==> src/rtl/epochtv1_vram_arb.sv <==
// VRAM slot arbiter (render fetch vs CPU): one access per CE slot, ACK/VALID the slot after grant.
// Define EPOCHTV1_VRAM_ARB_STATS_EN to add the CPU_STALLS counter and STATS_CLR input.
module epochtv1_vram_arb #(
  parameter int CPU_MAX_WAIT = 4,
  parameter int AW           = 12
) (
  input  logic          CLK,
  input  logic          RESB,
  input  logic          CE,
  input  logic          FETCH,
  input  logic          RREQ,
  input  logic [AW-1:0] RA,
  output logic [7:0]    RD,
  output logic          RVALID,
  input  logic          CREQ,
  input  logic          CWE,
  input  logic [AW-1:0] CA,
  input  logic [7:0]    CDI,
  output logic [7:0]    CDO,
  output logic          CACK,
  output logic [10:0]   VA,
  input  logic [7:0]    VD_I,
  output logic [7:0]    VD_O,
  output logic          nVWE,
  output logic [1:0]    nVCS
`ifdef EPOCHTV1_VRAM_ARB_STATS_EN
  ,
  input  logic          STATS_CLR,
  output logic [15:0]   CPU_STALLS
`endif
);

  typedef enum logic [1:0] {IDLE, RACC, CRD, CWR} state_t;

  localparam logic [3:0] MAX_WAIT = 4'(CPU_MAX_WAIT);

  state_t        state_q, state_d;
  logic [3:0]    wait_q, wait_d;
  logic [AW-1:0] addr_d;
  logic          cpu_busy, cpu_elig, rnd_elig;

  // A requester finishing in the current slot still holds its request at this
  // edge; mask it so it is not granted a duplicate. During FETCH a held RREQ
  // is a continuous fetch stream, so render stays eligible back-to-back.
  assign cpu_busy = (state_q == CRD) || (state_q == CWR);
  assign cpu_elig = CREQ && !cpu_busy;
  assign rnd_elig = RREQ && !((state_q == RACC) && !FETCH);

  always_comb begin
    state_d = IDLE;
    wait_d  = wait_q;
    addr_d  = '0;
    if (cpu_elig && ((wait_q >= MAX_WAIT) || !(FETCH && RREQ))) begin
      state_d = CWE ? CWR : CRD;
      wait_d  = '0;
      addr_d  = CA;
    end else if (rnd_elig) begin
      state_d = RACC;
      addr_d  = RA;
      if (CREQ) wait_d = (wait_q == 4'hF) ? wait_q : 4'(wait_q + 4'd1);
      else      wait_d = '0;
    end else if (!CREQ) begin
      wait_d = '0;
    end
  end

  always_ff @(posedge CLK) begin
    if (!RESB) begin
      state_q <= IDLE;
      wait_q  <= '0;
      nVCS    <= 2'b11;
      nVWE    <= 1'b1;
      VA      <= '0;
      VD_O    <= '0;
      RD      <= '0;
      CDO     <= '0;
      RVALID  <= 1'b0;
      CACK    <= 1'b0;
    end else if (CE) begin
      state_q <= state_d;
      wait_q  <= wait_d;
      RVALID  <= (state_q == RACC);
      CACK    <= cpu_busy;
      if (state_q == RACC) RD  <= VD_I;
      if (state_q == CRD)  CDO <= VD_I;
      VA   <= 11'(addr_d[AW-2:0]);
      nVCS <= (state_d == IDLE) ? 2'b11 : (addr_d[AW-1] ? 2'b01 : 2'b10);
      nVWE <= (state_d != CWR);
      VD_O <= (state_d == CWR) ? CDI : 8'h00;
    end
  end

`ifdef EPOCHTV1_VRAM_ARB_STATS_EN
  logic [15:0] stalls_q;

  always_ff @(posedge CLK) begin
    if (!RESB) begin
      stalls_q <= '0;
    end else if (CE) begin
      if (STATS_CLR)
        stalls_q <= '0;
      else if ((state_d == RACC) && CREQ && (stalls_q != 16'hFFFF))
        stalls_q <= stalls_q + 16'd1;
    end
  end

  assign CPU_STALLS = stalls_q;
`else
  // stall accounting compiled out
`endif

endmodule
==> config.mk <==
export PLATFORM = sky130hd
export DESIGN_NAME = epochtv1_vram_arb
export DESIGN_NICKNAME = d
export VERILOG_FILES = /design/src/rtl/epochtv1_vram_arb.sv
export SDC_FILE = /design/constraint.sdc
export NUM_CORES = 1
export LEC_CHECK = 0
export BUFFER_PORTS_ARGS = -buffer_cell sky130_fd_sc_hd__buf_2
export CAP_MARGIN = 10
export CORE_ASPECT_RATIO = 0.5
export CORE_UTILIZATION = 41
export CTS_CLUSTER_DIAMETER = 200
export DETAILED_ROUTE_END_ITERATION = 8
export HOLD_SLACK_MARGIN = 0.06
export PLACE_DENSITY_LB_ADDON = 0.3
export SLEW_MARGIN = 30
export SYNTH_ARGS = -nofsm -noshare
export SYNTH_HDL_FRONTEND = slang
export SYNTH_SLANG_ARGS = --single-unit
==> constraint.sdc <==
create_clock -name CLK -period 1.6 [get_ports CLK]
set_clock_uncertainty 0.2 [all_clocks]
set_input_delay 0.16 -clock CLK [delete_from_list [all_inputs] [get_ports CLK]]
set_output_delay 0.16 -clock CLK [all_outputs]
set_load 0.02 [all_outputs]
# [After elaboration in Yosys (flattened, before gate mapping)]
# Cells that the tools add are included.
# Widths: inputs -> output; s select.
[op_classes] add_sub_neg=1 n_lt_le_gt_ge=1 eq_ne=8 muxes=13 n_reduce_logical=15
[op_table] operator="$mux 12" n=2
[op_table] operator="$mux 4" n=5
[op_table] operator="$mux 8" n=1
[op_table] operator="$eq 2x2->1 const B" n=3
[op_table] operator="$mux 2" n=3
[op_table] operator="$logic_and 1x1->1" n=5
[op_table] operator="$add 4x1->4 const B" n=1
[op_table] operator="$eq 4x4->1 const B" n=1
[op_table] operator="$ge 4x3->1 const B" n=1
[op_table] operator="$logic_not 1->1" n=4
[op_table] operator="$reduce_and 2->1" n=2
[op_table] operator="$ne 3x1->1 const B" n=1
[op_table] operator="$ne 3x3->1 const B" n=1
[op_table] operator="$reduce_and 3->1" n=1
[op_table] operator="$eq 2x1->1 const B" n=1
[op_table] operator="$logic_not 2->1" n=1
[op_table] operator="$logic_or 1x1->1" n=2
[op_table] operator="$mux 1" n=2
[op_table] operator="$ne 2x2->1 const B" n=1
[word_totals] regBits=46 inputBits=47 output_inout_bits=40

# [Depth between registers and ports, before layout]
# Gate-level depths: netlist (run 1).
[logic_depth] ltp_word=8 mapped_depth=5 depth_no_buf=5

# [Worst setup path before layout (run 1)]
# Ideal clock, no wire load.
[synth_timing] path_type="register -> register" startpoint="register wait_q[0]" endpoint="register wait_q[3]" setup_ns=0.074 arrival_ns=1.409 slack_ns=-0.083 path_stages_with_launch=6 path_buffers=0 period_less_slack_ns=1.683 cell_sequence="dfxtp_1 -> ha_1 -> nand3_1 -> nand4b_4 -> or4_1 -> a31oi_1"
[synth_via] elab_chain_len=5
[synth_rtl] element="from (decl)" line_no="38" source="logic [3:0] wait_q, wait_d;"
[synth_rtl] element="from (signal assigned)" line_no="81" source="wait_q <= wait_d;"
[synth_rtl] element="$add 4x1->4 or $ge 4x3->1 (tied branches)" line_no="60, 53"
[synth_rtl] element="$mux 4 or $logic_or 1x1->1 (tied branches)" line_no="60, 53"
[synth_rtl] element="$mux 4 or $logic_and 1x1->1 (tied branches)" line_no="60, 53"
[synth_rtl] element="$mux 4, or another cell as far along" line_no="57" source="end else if (rnd_elig) begin"
[synth_rtl] element="$mux 4 or $reduce_and 3->1 (tied branches)"
# Parallel ways exist; a longest one is shown, timed or not. The select of a mux whose other input is x is not followed.
# A chain may end at the register's enable or synchronous reset.

# [Worst setup path after layout (run 1)]
[layout_timing] startpoint="register wait_q[3]" endpoint="register wait_q[3]"
# Same word-level chain as after synthesis.

==> impl_metrics.json, run 1 <==
{
  "drt_iter0_markers": 73,
  "syn_inst": 191,
  "setup_violations": 16,
  "rows": 16,
  "antenna_found_initial": 0,
  "final.period_utilization_pct": 107,
  "drc": 0,
  "grt_usage_pct": 22.8,
  "clock.fmax_mhz": 583,
  "fillCellCount": 294,
  "ant_nets": 0,
  "grt_start_max_net_pins": 17,
  "place_congestion": 0.859,
  "syn_area_sq_mm": 0.00187,
  "ir_worst_vdd_mv": 0.394,
  "wl_per_cell_um": 13.8,
  "worst_slack_ps": -117,
  "ys_async_sr_fraction_pct": 0,
  "r2r_setup_slack_ps": -120,
  "drive_gt1_share_pct": 39.5,
  "path_max_fanout": 5,
  "cts_max_level": 2,
  "synth_most_common_cell": "dfxtp_1",
  "cts_buffers": 5,
  "crit_start": "wait_q[3]",
  "num_io_pins": 87,
  "yosysWarnings": 0,
  "vias": 1977,
  "synth.top_cell.area_share_pct": 49.2,
  "overflow": 0,
  "rsz0062_at_grt": "true",
  "final_nets": 384,
  "cp-start-kind": "flop",
  "fin_crit_ps": 1720,
  "wl_mm": 5.41,
  "endpoint": "wait_q[3]",
  "holdCritPathClass": "input port to flop",
  "seqCellArea_sq_um": 923,
  "arrival_ps": 1730,
  "vias_per_cell": 5.06,
  "syn_nets": 239,
  "p_leak_nw": 1.53,
  "insertion_delay_ps": 300,
  "path_clk_slew_ps": 100,
  "die_y_um": 49.8,
  "synth_edf_count": 0,
  "fin_util_pct": 74.1,
  "tritoncts": "built",
  "slew_headroom_pct": 77.7,
  "syn_area_per_cell_sq_um": 9.81,
  "grt_pass1_wl_mm": 8.78,
  "cts_buffer_depth": 2,
  "synth_seq_area_share_pct": 49.2,
  "clock-sinks": 46,
  "end_kind": "flop",
  "die_area_sq_mm": 0.00486,
  "coreArea_sq_mm": 0.00412,
  "violations": "setup timing",
  "status": "finished with violations",
  "initial_core_util_pct": 45.4,
  "final_max_slew_viol_count": 0,
  "synthTopCellsByArea": "dfxtp_1 49%, mux2i_1 14%, nor2_1 7.4%",
  "synth_cell_types": 32,
  "setup_tns_ps": -793,
  "ys_ff_latch": 46,
  "required_ps": 1610,
  "yosys-top-cells-count": "46 x dfxtp_1, 37 x nor2_1, 26 x mux2i_1, 12 x a221oi_1, 12 x o21ai_0",
  "tightest_slew_ps": 332,
  "setup.worst_path.class": "flop to flop",
  "dieWidth_um": 97.6,
  "grt_pass1_vias": 1953,
  "root_buffer": "clkbuf_8",
  "dp_hpwl_mm": 3.40,
  "worst-r2r-cell-count": 4,
  "report.final.hold_viol_count": 0,
  "worstReg2RegStart": "wait_q[3]",
  "area_growth_pct": 63.1,
  "yosys.area.top_type": "dfxtp_1",
  "drt-pass1-iter-count": 4,
  "port_buffers": 86,
  "powerDensity_mw_per_mm2": 800,
  "ys.flop_type": "dfxtp_1",
  "multi_input_area_sq_um": 927,
  "reg2reg_to": "wait_q[3]",
  "insertedDiodeCount": 0,
  "cap_viol_max_count": 0
}
## routing by layer
metal / vias to the layer above / part of all wire (%) / track usage [%]
met1: 927 / 44 / 26.1
met3: 9 / 5.3 / 5.39
li1: 978 / - / -
met4: 0 / 1.6 / 8.58
met2: 63 / 50 / 41.7
met5: - / 0 / 0
## sequential cells by signal, indices dropped and copies added (netlist names)
name and flops:
VA 11, CDO 8, RD 8, VD_O 8, wait_q 4, nVCS 2, state_q 2, CACK 1
RVALID 1, nVWE 1
## critical path: stages (launching register included)
cell and delay (ps):
dfxtp_2 330, nand4bb_4 240, a21bo_1 220, or4_1 480, a31oi_1 170
## metrics by stage
stage	power, mW	instances	hold WS [ps]	setup slack, ps	area, sq um
floorplan	1.47	191	95.7	-24.5	1880
global placement	1.64	342	195	-72.2	2510
detailed placement	1.65	342	212	-140	2510
CTS	2.46	391	64.2	-103	3040
global route	2.57	391	69.8	-179	3050
finish	2.44	391	65.7	-117	3050
## cells by family (layout without fill, tap and decap cells)
kind of cell	count (synthesis)	after routing	share of synthesized area, %
AND/OR/NAND/NOR	60	60	16.5
flip-flops	46	46	49.2
AO/OA/AOI/OAI	41	41	16.0
multiplexers	26	26	13.9
buffers and inverters	17	163	3.81
adder cells (fa/ha/maj)	1	1	0.668
## power breakdown
| part | total (mW) | switching [mW] | leakage (nW) | internal (mW) |
|---|---|---|---|---|
| clock network | 0.716 | 0.409 | 0.0441 | 0.307 |
| logic | 0.507 | 0.251 | 1.11 | 0.256 |
| registers | 1.22 | 0.0264 | 0.377 | 1.20 |
## cell type report
type	count	share of cell area [%]
Clock buffer	5	2.25
Clock inverter	3	0.696
Inverter	5	0.615
Multi-Input combinational cell	128	30.4
Sequential cell	46	30.2
Tap cell	54	2.21
Timing Repair Buffer	150	33.6
## placed cells by master (no fill, tap or decap), types with 2 or more instances in the layout
| cell type | instances |
|---|---|
| buf_2 | 86 |
| dfxtp_1 | 44 |
| dlygate4sd3_1 | 40 |
| nor2_1 | 37 |
| mux2i_1 | 26 |
| buf_4 | 22 |
| o21ai_0 | 12 |
| a221oi_1 | 10 |
| nand3_1 | 5 |
| clkbuf_8 | 5 |
| nand2_1 | 4 |
| a211o_1 | 4 |
| inv_1 | 3 |
| or3_1 | 3 |
| a31oi_1 | 2 |
| a21oi_1 | 2 |
| nand3b_1 | 2 |
| a221oi_2 | 2 |
| dfxtp_2 | 2 |
## how the worst min path moves through the flow
| stage | from | to | slack [ps] | cells past startpoint |
|---|---|---|---|---|
| after global routing | CA[11] | nVCS[0] | 70 | 3 |
| final | RESB | wait_q[1] | 70 | 4 |
| after CTS | CA[11] | nVCS[0] | 60 | 3 |
| after detailed placement | CDI[4] | VD_O[4] | 210 | 3 |
| after floorplan | RESB | VA[0] | 100 | 2 |
| after global placement | CDI[7] | VD_O[7] | 200 | 3 |
## timing repair
| item | CTS | global route |
|---|---|---|
| hold buffers | 40 | 0 |
| buffers inserted | 1 | 0 |
| gates cloned | 0 | 0 |
| resized for setup | 7 | 3 |
| setup endpoints to repair | 16 | 25 |
| pin swaps | 3 | 0 |
| hold endpoints to repair | 37 | 0 |
Power figures use the tool's default switching activity.
==> inputs of run 2 (changes only) <==
--- a/config.mk
+++ b/config.mk
@@ -7,9 +7,11 @@
 export LEC_CHECK = 0
 export BUFFER_PORTS_ARGS = -buffer_cell sky130_fd_sc_hd__buf_2
 export CAP_MARGIN = 10
+export CELL_PAD_IN_SITES_DETAIL_PLACEMENT = 0
+export CELL_PAD_IN_SITES_GLOBAL_PLACEMENT = 1
 export CORE_ASPECT_RATIO = 0.5
-export CORE_UTILIZATION = 41
-export CTS_CLUSTER_DIAMETER = 200
+export CORE_UTILIZATION = 30
+export CTS_CLUSTER_DIAMETER = 150
 export DETAILED_ROUTE_END_ITERATION = 8
 export HOLD_SLACK_MARGIN = 0.06
 export PLACE_DENSITY_LB_ADDON = 0.3
==> run 2 against run 1 <==
Net effect: routed wire length is 0.46% higher; utilization is 19 points lower; flip-flop and latch count stayed put; the run still ends with setup timing left; critical path type unchanged; highest routed layer unchanged.
==> impl_metrics.json, run 2 (same netlist as run 1, synthesis figures left out) <==
{
  "status": "finished with violations",
  "violations": "setup timing",
  "drt-pass1-iter-count": 4,
  "drt_iter0_markers": 62,
  "final_cell_mix": "86 x buf_2, 42 x dfxtp_1, 41 x dlygate4sd3_1",
  "largest_reg_flops": 11,
  "dp_hpwl_mm": 3.63,
  "coreArea_sq_mm": 0.00575,
  "drc": 0,
  "port_buffers": 86,
  "setup.worst_path.class": "flop to flop",
  "wl_per_cell_um": 12.8,
  "multi_input_area_sq_um": 912,
  "path_clk_slew_ps": 60,
  "fillCellCount": 539,
  "clock.fmax_mhz": 580,
  "arrival_ps": 1720,
  "cts_max_level": 2,
  "setup_violations": 10,
  "regMostFlops": "VA",
  "root_buffer": "clkbuf_16",
  "use_met1_pct": 20.8,
  "tritoncts": "built",
  "layoutNonFillerInstCount": 425,
  "grt_start_max_net_pins": 17,
  "cts_buffer_depth": 2,
  "area_growth_pct": 68.3,
  "busiest_layer": "met2",
  "powerDensity_mw_per_mm2": 867,
  "crit_chain": "nand4bb_4 > a21bo_1 > or4_1 > a31oi_1",
  "slew_headroom_pct": 81.3,
  "overflow": 0,
  "die_area_sq_mm": 0.00658,
  "finalHoldWorstSlack_ps": 125,
  "dieWidth_um": 114,
  "grt_use_met3_pct": 4.39,
  "grt_pass1_wl_mm": 8.73,
  "insertion_delay_ps": 280,
  "grt_usage_pct": 17.1,
  "max_stage_delay_ps": 470,
  "p_leak_nw": 1.57,
  "placed_cell_area_sq_mm": 0.00255,
  "final.period_utilization_pct": 108,
  "cp-start-kind": "flop",
  "tightest_slew_ps": 281,
  "ant_nets": 0,
  "clock-sinks": 46,
  "rsz0062_at_grt": "true",
  "final_max_slew_viol_count": 0,
  "slowest_stage": "or4_1",
  "holdCritPathClass": "input port to flop",
  "wl_mm": 5.43,
  "initial_core_util_pct": 32.6,
  "place_congestion": 0.734,
  "path_max_fanout": 6,
  "final_nets": 388,
  "die_y_um": 57.9,
  "final_common_cell": "buf_2",
  "worst_slack_ps": -125,
  "cts_buffers": 5,
  "ir_worst_vdd_mv": 0.449,
  "fin_util_pct": 54.8,
  "rows": 19,
  "design_area_sq_mm": 0.00315,
  "fin_crit_ps": 1720,
  "seqCellArea_sq_um": 926,
  "vias_per_cell": 4.69,
  "grt_pass1_vias": 1917,
  "dp_cells": 374,
  "insertedDiodeCount": 0,
  "vias": 1993,
  "report.final.hold_viol_count": 0,
  "end_kind": "flop",
  "required_ps": 1600,
  "drive_gt1_share_pct": 40.2,
  "num_io_pins": 87,
  "use_met2_pct": 30.1,
  "cap_viol_max_count": 0,
  "antenna_found_initial": 0
}
## run 2: cell count changes in the layout (fill, tap and decap cells not counted), sizes merged
| cell | change |
|---|---|
| buf | +3 |
| clkinvlp | -1 |
| dlygate4sd3 | +1 |
| inv | +1 |
## run 2: metrics by stage
step | TNS (ps) | total power, mW | setup WS, ps
2_1_floorplan | -45.2 | 1.47 | -24.5
3_3_place_gp | -832 | 1.65 | -84.9
3_5_place_dp | -1360 | 1.66 | -140
4_1_cts | -413 | 2.77 | -123
5_1_grt | -1390 | 2.88 | -160
6_report | -338 | 2.73 | -125
## run 2: critical path, delay by kind of cell (launching register included)
family	cells	cell delay [ps]
AO/OA/AOI/OAI	2	380
AND/OR/NAND/NOR	2	740
flip-flops	1	320
## run 2: metal layers
metal | part of all wire [%] | wire length [um] | vias to the layer above
met5 | 0 | 0 | -
li1 | - | - | 987
met2 | 51 | 2750 | 58
met1 | 44 | 2390 | 944
met4 | 0.74 | 40 | 0
met3 | 4.6 | 250 | 4
## run 2: area by class of cell
class,instances,share of cell area [%]
tap,84,3.33
timing repair buffer,154,33.2
multi-input combinational,128,28.9
clock inverter,3,0.595
inverter,5,0.595
clock buffer,5,3.97
sequential,46,29.4
## run 2: repair_timing
item / in CTS / in global routing
setup endpoints to repair: 17 / 27
hold buffers: 41 / 0
setup buffers: 1 / 1
resized for setup: 5 / 6
endpoints found under the hold margin: 37 / 0
gates cloned: 0 / 0
pin swaps: 3 / 2
## run 2: where the power goes
part | switching, mW | internal [mW]
registers | 0.0251 | 1.20
clock network | 0.431 | 0.578
logic | 0.245 | 0.257
## run 2: final timing paths
path,end,slack (ps),from,cells after the start
max reg2reg,wait_q[3],-120,wait_q[3],4
min,RD[6],120,RESB,4
min reg2reg,RVALID,270,RVALID,2
max,wait_q[3],-120,wait_q[3],4
